**src/rtl/matrix_frame_loader.sv**
```systemverilog
// matrix_frame_loader
//   Double-buffered frame loader for an 8x8 LED matrix scan stage.
//   Row bytes are written into a shadow buffer through a valid/ready port.
//   A beat marked WR_LAST requests that the shadow buffer be shown. The
//   displayed frame (DAT_O) is only replaced at a frame boundary, so a scan
//   of 8 columns never shows a torn image.
//
// Parameters
//   CLK_REF  : reference clock frequency in Hz
//   CLK_CE   : column-scan enable rate in Hz (DIV = CLK_REF/CLK_CE, >= 2)
//
// Ports
//   CLK      : system clock, rising edge
//   RST      : asynchronous active-high reset
//   WR_VALID : write beat offered
//   WR_READY : loader accepts a beat this cycle (low while a swap is pending)
//   WR_ROW   : target row of the beat
//   WR_DATA  : pixel byte for that row
//   WR_LAST  : beat closes the frame and requests display
//   CE_O     : one-cycle column-scan enable pulse, period DIV
//   DAT_O    : displayed frame, row r on bits [8r+7:8r]
//   COL_IDX  : current scan column, advances on each CE_O
//   SWAP_O   : one-cycle pulse in the cycle after DAT_O took a new frame

module matrix_frame_loader #(
  parameter int CLK_REF = 48_000_000,
  parameter int CLK_CE  = 1_000_000
) (
  input  logic        CLK,
  input  logic        RST,
  input  logic        WR_VALID,
  output logic        WR_READY,
  input  logic [2:0]  WR_ROW,
  input  logic [7:0]  WR_DATA,
  input  logic        WR_LAST,
  output logic        CE_O,
  output logic [63:0] DAT_O,
  output logic [2:0]  COL_IDX,
  output logic        SWAP_O
);

  localparam int DIV = CLK_REF / CLK_CE;
  localparam int CW  = (DIV > 2) ? $clog2(DIV) : 1;
  localparam logic [CW-1:0] CNT_MAX = CW'(DIV - 1);

  typedef enum logic [1:0] {
    IDLE,
    LOAD,
    PENDING
  } state_t;

  logic [CW-1:0] pre_cnt;
  logic [63:0]   shadow;
  state_t        state;
  logic          accept;
  logic          boundary;

  // The scan enable is decoded straight from the prescaler so it is high for
  // exactly the one cycle where the count sits at DIV-1. Since the count is
  // 0 in reset and DIV >= 2, CE_O is low in reset without extra gating.
  assign CE_O     = (pre_cnt == CNT_MAX);
  assign boundary = CE_O && (COL_IDX == 3'd7);
  assign WR_READY = (state != PENDING);
  assign accept   = WR_VALID && WR_READY;

  // Free-running prescaler, 0..DIV-1.
  always_ff @(posedge CLK or posedge RST) begin
    if (RST) begin
      pre_cnt <= '0;
    end else if (pre_cnt == CNT_MAX) begin
      pre_cnt <= '0;
    end else begin
      pre_cnt <= pre_cnt + 1'b1;
    end
  end

  // Column counter mirrors the display's own column counter.
  always_ff @(posedge CLK or posedge RST) begin
    if (RST) begin
      COL_IDX <= 3'd0;
    end else if (CE_O) begin
      COL_IDX <= COL_IDX + 3'd1;
    end
  end

  // Write FSM, shadow buffer and displayed frame. While PENDING no beat can
  // be accepted, so the swap and a shadow write never collide. A WR_LAST beat
  // landing on a boundary edge sees the old state (not PENDING), so it waits
  // for the following boundary.
  always_ff @(posedge CLK or posedge RST) begin
    if (RST) begin
      state  <= IDLE;
      shadow <= 64'h0;
      DAT_O  <= 64'h0;
      SWAP_O <= 1'b0;
    end else begin
      SWAP_O <= 1'b0;
      if (state == PENDING) begin
        if (boundary) begin
          DAT_O  <= shadow;
          SWAP_O <= 1'b1;
          state  <= IDLE;
        end
      end else if (accept) begin
        shadow[{WR_ROW, 3'b000} +: 8] <= WR_DATA;
        state <= WR_LAST ? PENDING : LOAD;
      end
    end
  end

endmodule

```
**config.mk**
```make
export PLATFORM = sky130hd
export DESIGN_NAME = matrix_frame_loader
export DESIGN_NICKNAME = d
export VERILOG_FILES = /design/src/rtl/matrix_frame_loader.sv
export SDC_FILE = /design/constraint.sdc
export NUM_CORES = 1
export LEC_CHECK = 0
export CORE_ASPECT_RATIO = 1.2
export CORE_UTILIZATION = 40
export DETAILED_ROUTE_END_ITERATION = 7
export GPL_TIMING_DRIVEN = 0
export MAX_ROUTING_LAYER = met4
export PLACE_DENSITY_LB_ADDON = 0.05
export SKIP_LAST_GASP = 1
export SYNTH_ARGS = -nofsm -noshare
export SYNTH_HDL_FRONTEND = slang
export SYNTH_SLANG_ARGS = --single-unit
```
**constraint.sdc**
```tcl
create_clock -name CLK -period 5.4 [get_ports CLK]
set_input_delay 0.54 -clock CLK [delete_from_list [all_inputs] [get_ports CLK]]
set_output_delay 0.54 -clock CLK [all_outputs]
set_load 0.01 [all_outputs]
```
Word level (Yosys, flattened, before mapping)
Cells that the tools add are included.
{"block": "word_totals", "register_bits": 140, "latch_bits": 0, "ram_bits": 0, "rom_bits": 0, "inputBits": 15, "out_inout_bits": 70, "word_cells": 31, "memories": 0}
{"block": "classes", "add_sub_neg": 3, "multipliers": 0, "div": 0, "n_lt_le_gt_ge": 0, "eq_ne": 5, "n_shift": 2, "n_mux": 8, "n_bitwise": 1, "reduce_logical": 6}
{"op": "bitwise mux 64 bit", "count": 1}
{"op": "variable shift 8 x 8 -> 64 bit, first input constant", "count": 1}
{"op": "indexed part select 8 x 8 -> 64 bit", "count": 1}
{"op": "two-way mux 2 bit", "count": 4}
{"op": "negator 6 -> 8 bit", "count": 1}
{"op": "adder 6 x 1 -> 6 bit, second input constant", "count": 1}
{"op": "equality test 6 bit, second input constant", "count": 1}
{"op": "two-way mux 6 bit", "count": 1}
{"op": "AND reduction 2 bit", "count": 3}
{"op": "!= test 2 bit, second input constant", "count": 2}
{"op": "adder 3 x 1 -> 3 bit, second input constant", "count": 1}
{"op": "equality test 3 bit, second input constant", "count": 1}
{"op": "equality test 2 bit, second input constant", "count": 1}
{"op": "logical AND 1 bit", "count": 2}
{"op": "two-way mux 1 bit", "count": 2}
{"op": "nonzero test 2 bit", "count": 1}
{"op": "NOT 1 bit", "count": 1}

Depth between registers and ports, before layout
{"block": "depth", "word_depth": 4, "mapped_depth": 8, "mapped_depth_nobuf": 6}

Worst setup path before layout
No wires, ideal clock.
{"block": "synth_path", "kind": "input-to-reg", "from": "input WR_ROW[0]", "to": "register shadow[56]", "setup_ns": 0.125, "arrival_time_ns": 2.267, "path_slack_ns": 3.007, "path_stages": 8, "path_buffers": 2, "cell_sequence": "inv_1 ha_1 ha_1 buf_2 nand2b_1 or4_1 buf_4 mux2_4"}
{"block": "synth_between", "elab_chain_len": 3, "word_cells_on_any_way": 4}
{"item": "from (decl)", "line_no": "33", "text": "input logic [2:0] WR_ROW,"}
{"item": "negator 6 -> 8 bit (*)", "line_no": "105", "text": "shadow[{WR_ROW, 3'b000} +: 8] <= WR_DATA;"}
{"item": "indexed part select 8 x 8 -> 64 bit / variable shift 8 x 8 -> 64 bit (equally long branches)", "line_no": "105"}
{"item": "bitwise mux 64 bit (*)", "line_no": "105"}
{"item": "to (signal assigned)", "line_no": "93", "text": "shadow <= 64'h0;"}
{"item": "to (signal, indexed assignment)", "line_no": "105"}
{"item": "to (decl)", "line_no": "53", "text": "logic [63:0] shadow;"}
Every way passes the cells marked *; elsewhere a longest branch is shown, timed or not.
A chain may end at the register's enable or synchronous reset.

Final worst setup path
{"block": "layout_path", "from": "input WR_ROW[0]", "to": "register shadow[31]"}
The elaborated chain is that of the path after synthesis.

==> results by group <==
Clocking
  • CTS max path bufs: 2
  • Num CTS Buffers: 17
  • Clk sinks: 140
  • Clk root buf: clkbuf_16
  • Postcts setup bufs: 0
  • CTS tree: yes
  • CTS Hold Bufs: 0
  • Htree depth: 4
  • Clk Latency, worst-skew pair: 0.41 ns
  • CTS clk-pin slew, worst paths: 0.05 ns
  • Post-CTS Resized: 0

Placement
  • Setup WS pre-CTS: 2.01 ns
  • IO Port Bufs: 84
  • Dpl hpwl: 7310 µm
  • GP Congestion: 0.795

Worst setup path
  • Crit end category: register
  • Crit-path cells: clkdlybuf4s50_1, inv_1, ha_1, ha_1, buf_2, nand2_1, nor4_4, mux2_2
  • Crit Path Max Fanout: 10
  • Most used cell, CP: ha_1
  • CP required: 5.69 ns
  • Slowest cell on crit path: nor4_4
  • Max stage delay on crit path: 0.69 ns
  • Crit path kind: in -> reg
  • Worst path buffer plus inverter count: 3
  • CP startpoint kind: primary input
  • CP arrival: 3.24 ns
  • Family with the most delay on the worst path: simple AND/OR/NAND/NOR gates

Synth
  • Post-synth net total: 387
  • Post-Synth Adder-Cell Area: 1.34%
  • EDFF count, synth: 0
  • Post-synth cell types: 31
  • Top post-synthesis cells by area: dfrtp_1, mux2_2, mux2_1, mux2i_1, mux2_4
  • Ys async rst share: 100%
  • Yosys top cell area share: 62.3%
  • Synth area leader: dfrtp_1
  • Synth Area per Inst: 15.4 µm²
  • Top FF cell, synth: dfrtp_1
  • Post-synthesis instance total: 366
  • XOR/XNOR Fraction of Synth Area: 0.468%
  • Synth Area in Simple Gates: 5.59%
  • Multiplexer area fraction after synthesis: 26.2%
  • Compound-Gate Fraction of Synth Area: 0.757%
  • Most frequent cells after synthesis: dfrtp_1, mux2_2, mux2_1
  • Synth warnings: 0
  • Post-Synthesis Cell Area: 5620 µm²
  • Largest family of logic cells by synthesized area: multiplexers
  • Seq/Total Area, Yosys: 62.3%
  • FF+latch count, synth: 140
  • Count leader, synth: dfrtp_1

Global route
  • Global-route wire length before repair: 18300 µm
  • All-Layer GR Usage: 18.0%
  • GR Overflow Total: 0
  • Largest net degree at the start of global routing: 73
  • Initial antenna violation count: 0
  • Number of global-route vias before repair: 3367

Die
  • Die W: 110 µm
  • Starting Density: 40.8%
  • IO Pins: 85
  • Die ar.: 14500 µm²
  • FP Rows: 47
  • Core area: 13800 µm²
  • Height of the die: 132 µm

Route
  • Initial DRC Count: 98
  • Routed wire length: 11400 µm
  • Drt pass-1 iters: 4
  • DRC: 0
  • DR vias: 3221
  • Avg WL per Cell: 17.5 µm
  • Vias per inst: 4.93
  • Post-DRT Antenna Nets: 0

STA
  • Worst slew pin tran: 0.782 ns
  • Max Transition Viols Final: 0
  • RSZ-0062 raised after global routing: no
  • Max Freq: 340 MHz
  • Final Hold Fails: 0
  • Final setup vio count: 0
  • TNS Setup: 0 ns
  • Final Skew: 0.00639 ns
  • Min Tclk post-route: 2.94 ns
  • Final worst-path cycle share: 54.5%
  • Slew HR: 47.6%
  • PnR worst setup slack: 2.46 ns

Hold path
  • Min-delay worst type: reg -> reg

Power and ir drop
  • Pleak: 0.00347 µW
  • VDD IR max: 0.226 mV
  • PwrDens: 384 nW/µm²

Flow run
  • Maxcap violations: 0

Finish
  • Final net count: 491
  • # diodes: 0
  • Layout cells sized above 1: 25.9%
  • Area growth from synthesis to layout: 29.7%

Outcome
  • Outcome: finished clean
[layout by cell type, fill, tap and decap left out, types with 6 or more instances in the layout]
master	n
mux2i_1	16
clkdlybuf4s50_1	84
nand2_1	19
mux2_1	40
clkbuf_16	17
ha_1	6
dfrtp_1	140
mux2_4	8
mux2_2	66
buf_6	6
inv_1	21
[flip-flops by register name, summed over array words and instances (netlist names)]
register  cells
SWAP_O        1
shadow       64
pre_cnt       6
state         2
DAT_O        64
COL_IDX       3
[cells by family after synthesis]
| family | Yosys count |
|---|---|
| AOI/OAI and AO/OA | 7 |
| xor gates and xnor gates | 3 |
| adders and majority gates | 6 |
| buffers and inverters | 34 |
| DFF | 140 |
| muxes | 130 |
| and+or+nand+nor | 46 |
[routing by layer]
layer | wire (µm) | vias up | track usage [%]
met2 | 5630 | 59 | 26.9
met3 | 391 | 15 | 4.35
met5 | 0 | - | -
met4 | 170 | 0 | 6.87
li1 | - | 1477 | -
met1 | 5210 | 1670 | 23.6
[where the power goes]
part | total, µW | switching (µW) | internal, µW | leakage, µW
Clock | 1140 | 416 | 723 | 0.000286
Sequential | 1350 | 101 | 1250 | 0.00184
Combinational | 314 | 136 | 177 | 0.00134
[final cells by class]
class / count / area [µm²]
fillers: 1192 / 6470
flip-flops and latches: 140 / 3500
multi-input cells: 192 / 1930
repair buffers: 85 / 868
clock buffers: 24 / 492
well taps: 171 / 214
plain buffers: 11 / 97.6
inverters: 23 / 91.3
clock inverters: 7 / 87.6
[final timing paths]
kind                                 start    endpoint  slack, ns  depth (start not counted)
worst min-delay path             DAT_O[11]   DAT_O[11]       0.48                          1
worst max register to register  pre_cnt[0]   DAT_O[39]       3.39                          6
worst max-delay path             WR_ROW[0]  shadow[31]       2.46                          8
max in group asynchronous              RST  shadow[37]       4.04                          3
worst min register to register   DAT_O[11]   DAT_O[11]       0.48                          1
min in group asynchronous              RST   shadow[3]       0.60                          2
[worst register-to-register path, delay by kind of cell, from the launching register on]
kind | cells | cell delay (ns)
adders and majority gates | 1 | 0.20
buffers and inverters | 2 | 0.43
DFF | 1 | 0.39
muxes | 1 | 0.34
and+or+nand+nor | 2 | 0.52
[per-stage QoR]
stage | utilization [%] | cell area [µm²] | instances | hold WS (ns) | power (µW)
floorplan | - | 5620 | 366 | 0.455 | 1580
global placement | 48.5 | 6670 | 621 | 0.466 | 1660
detailed placement | 48.7 | 6710 | 622 | 0.474 | 1680
CTS | 52.9 | 7290 | 653 | 0.487 | 2830
global route | 52.9 | 7290 | 653 | 0.500 | 2940
finish | 52.9 | 7290 | 653 | 0.479 | 2800
(Power assumes the default switching activity.)
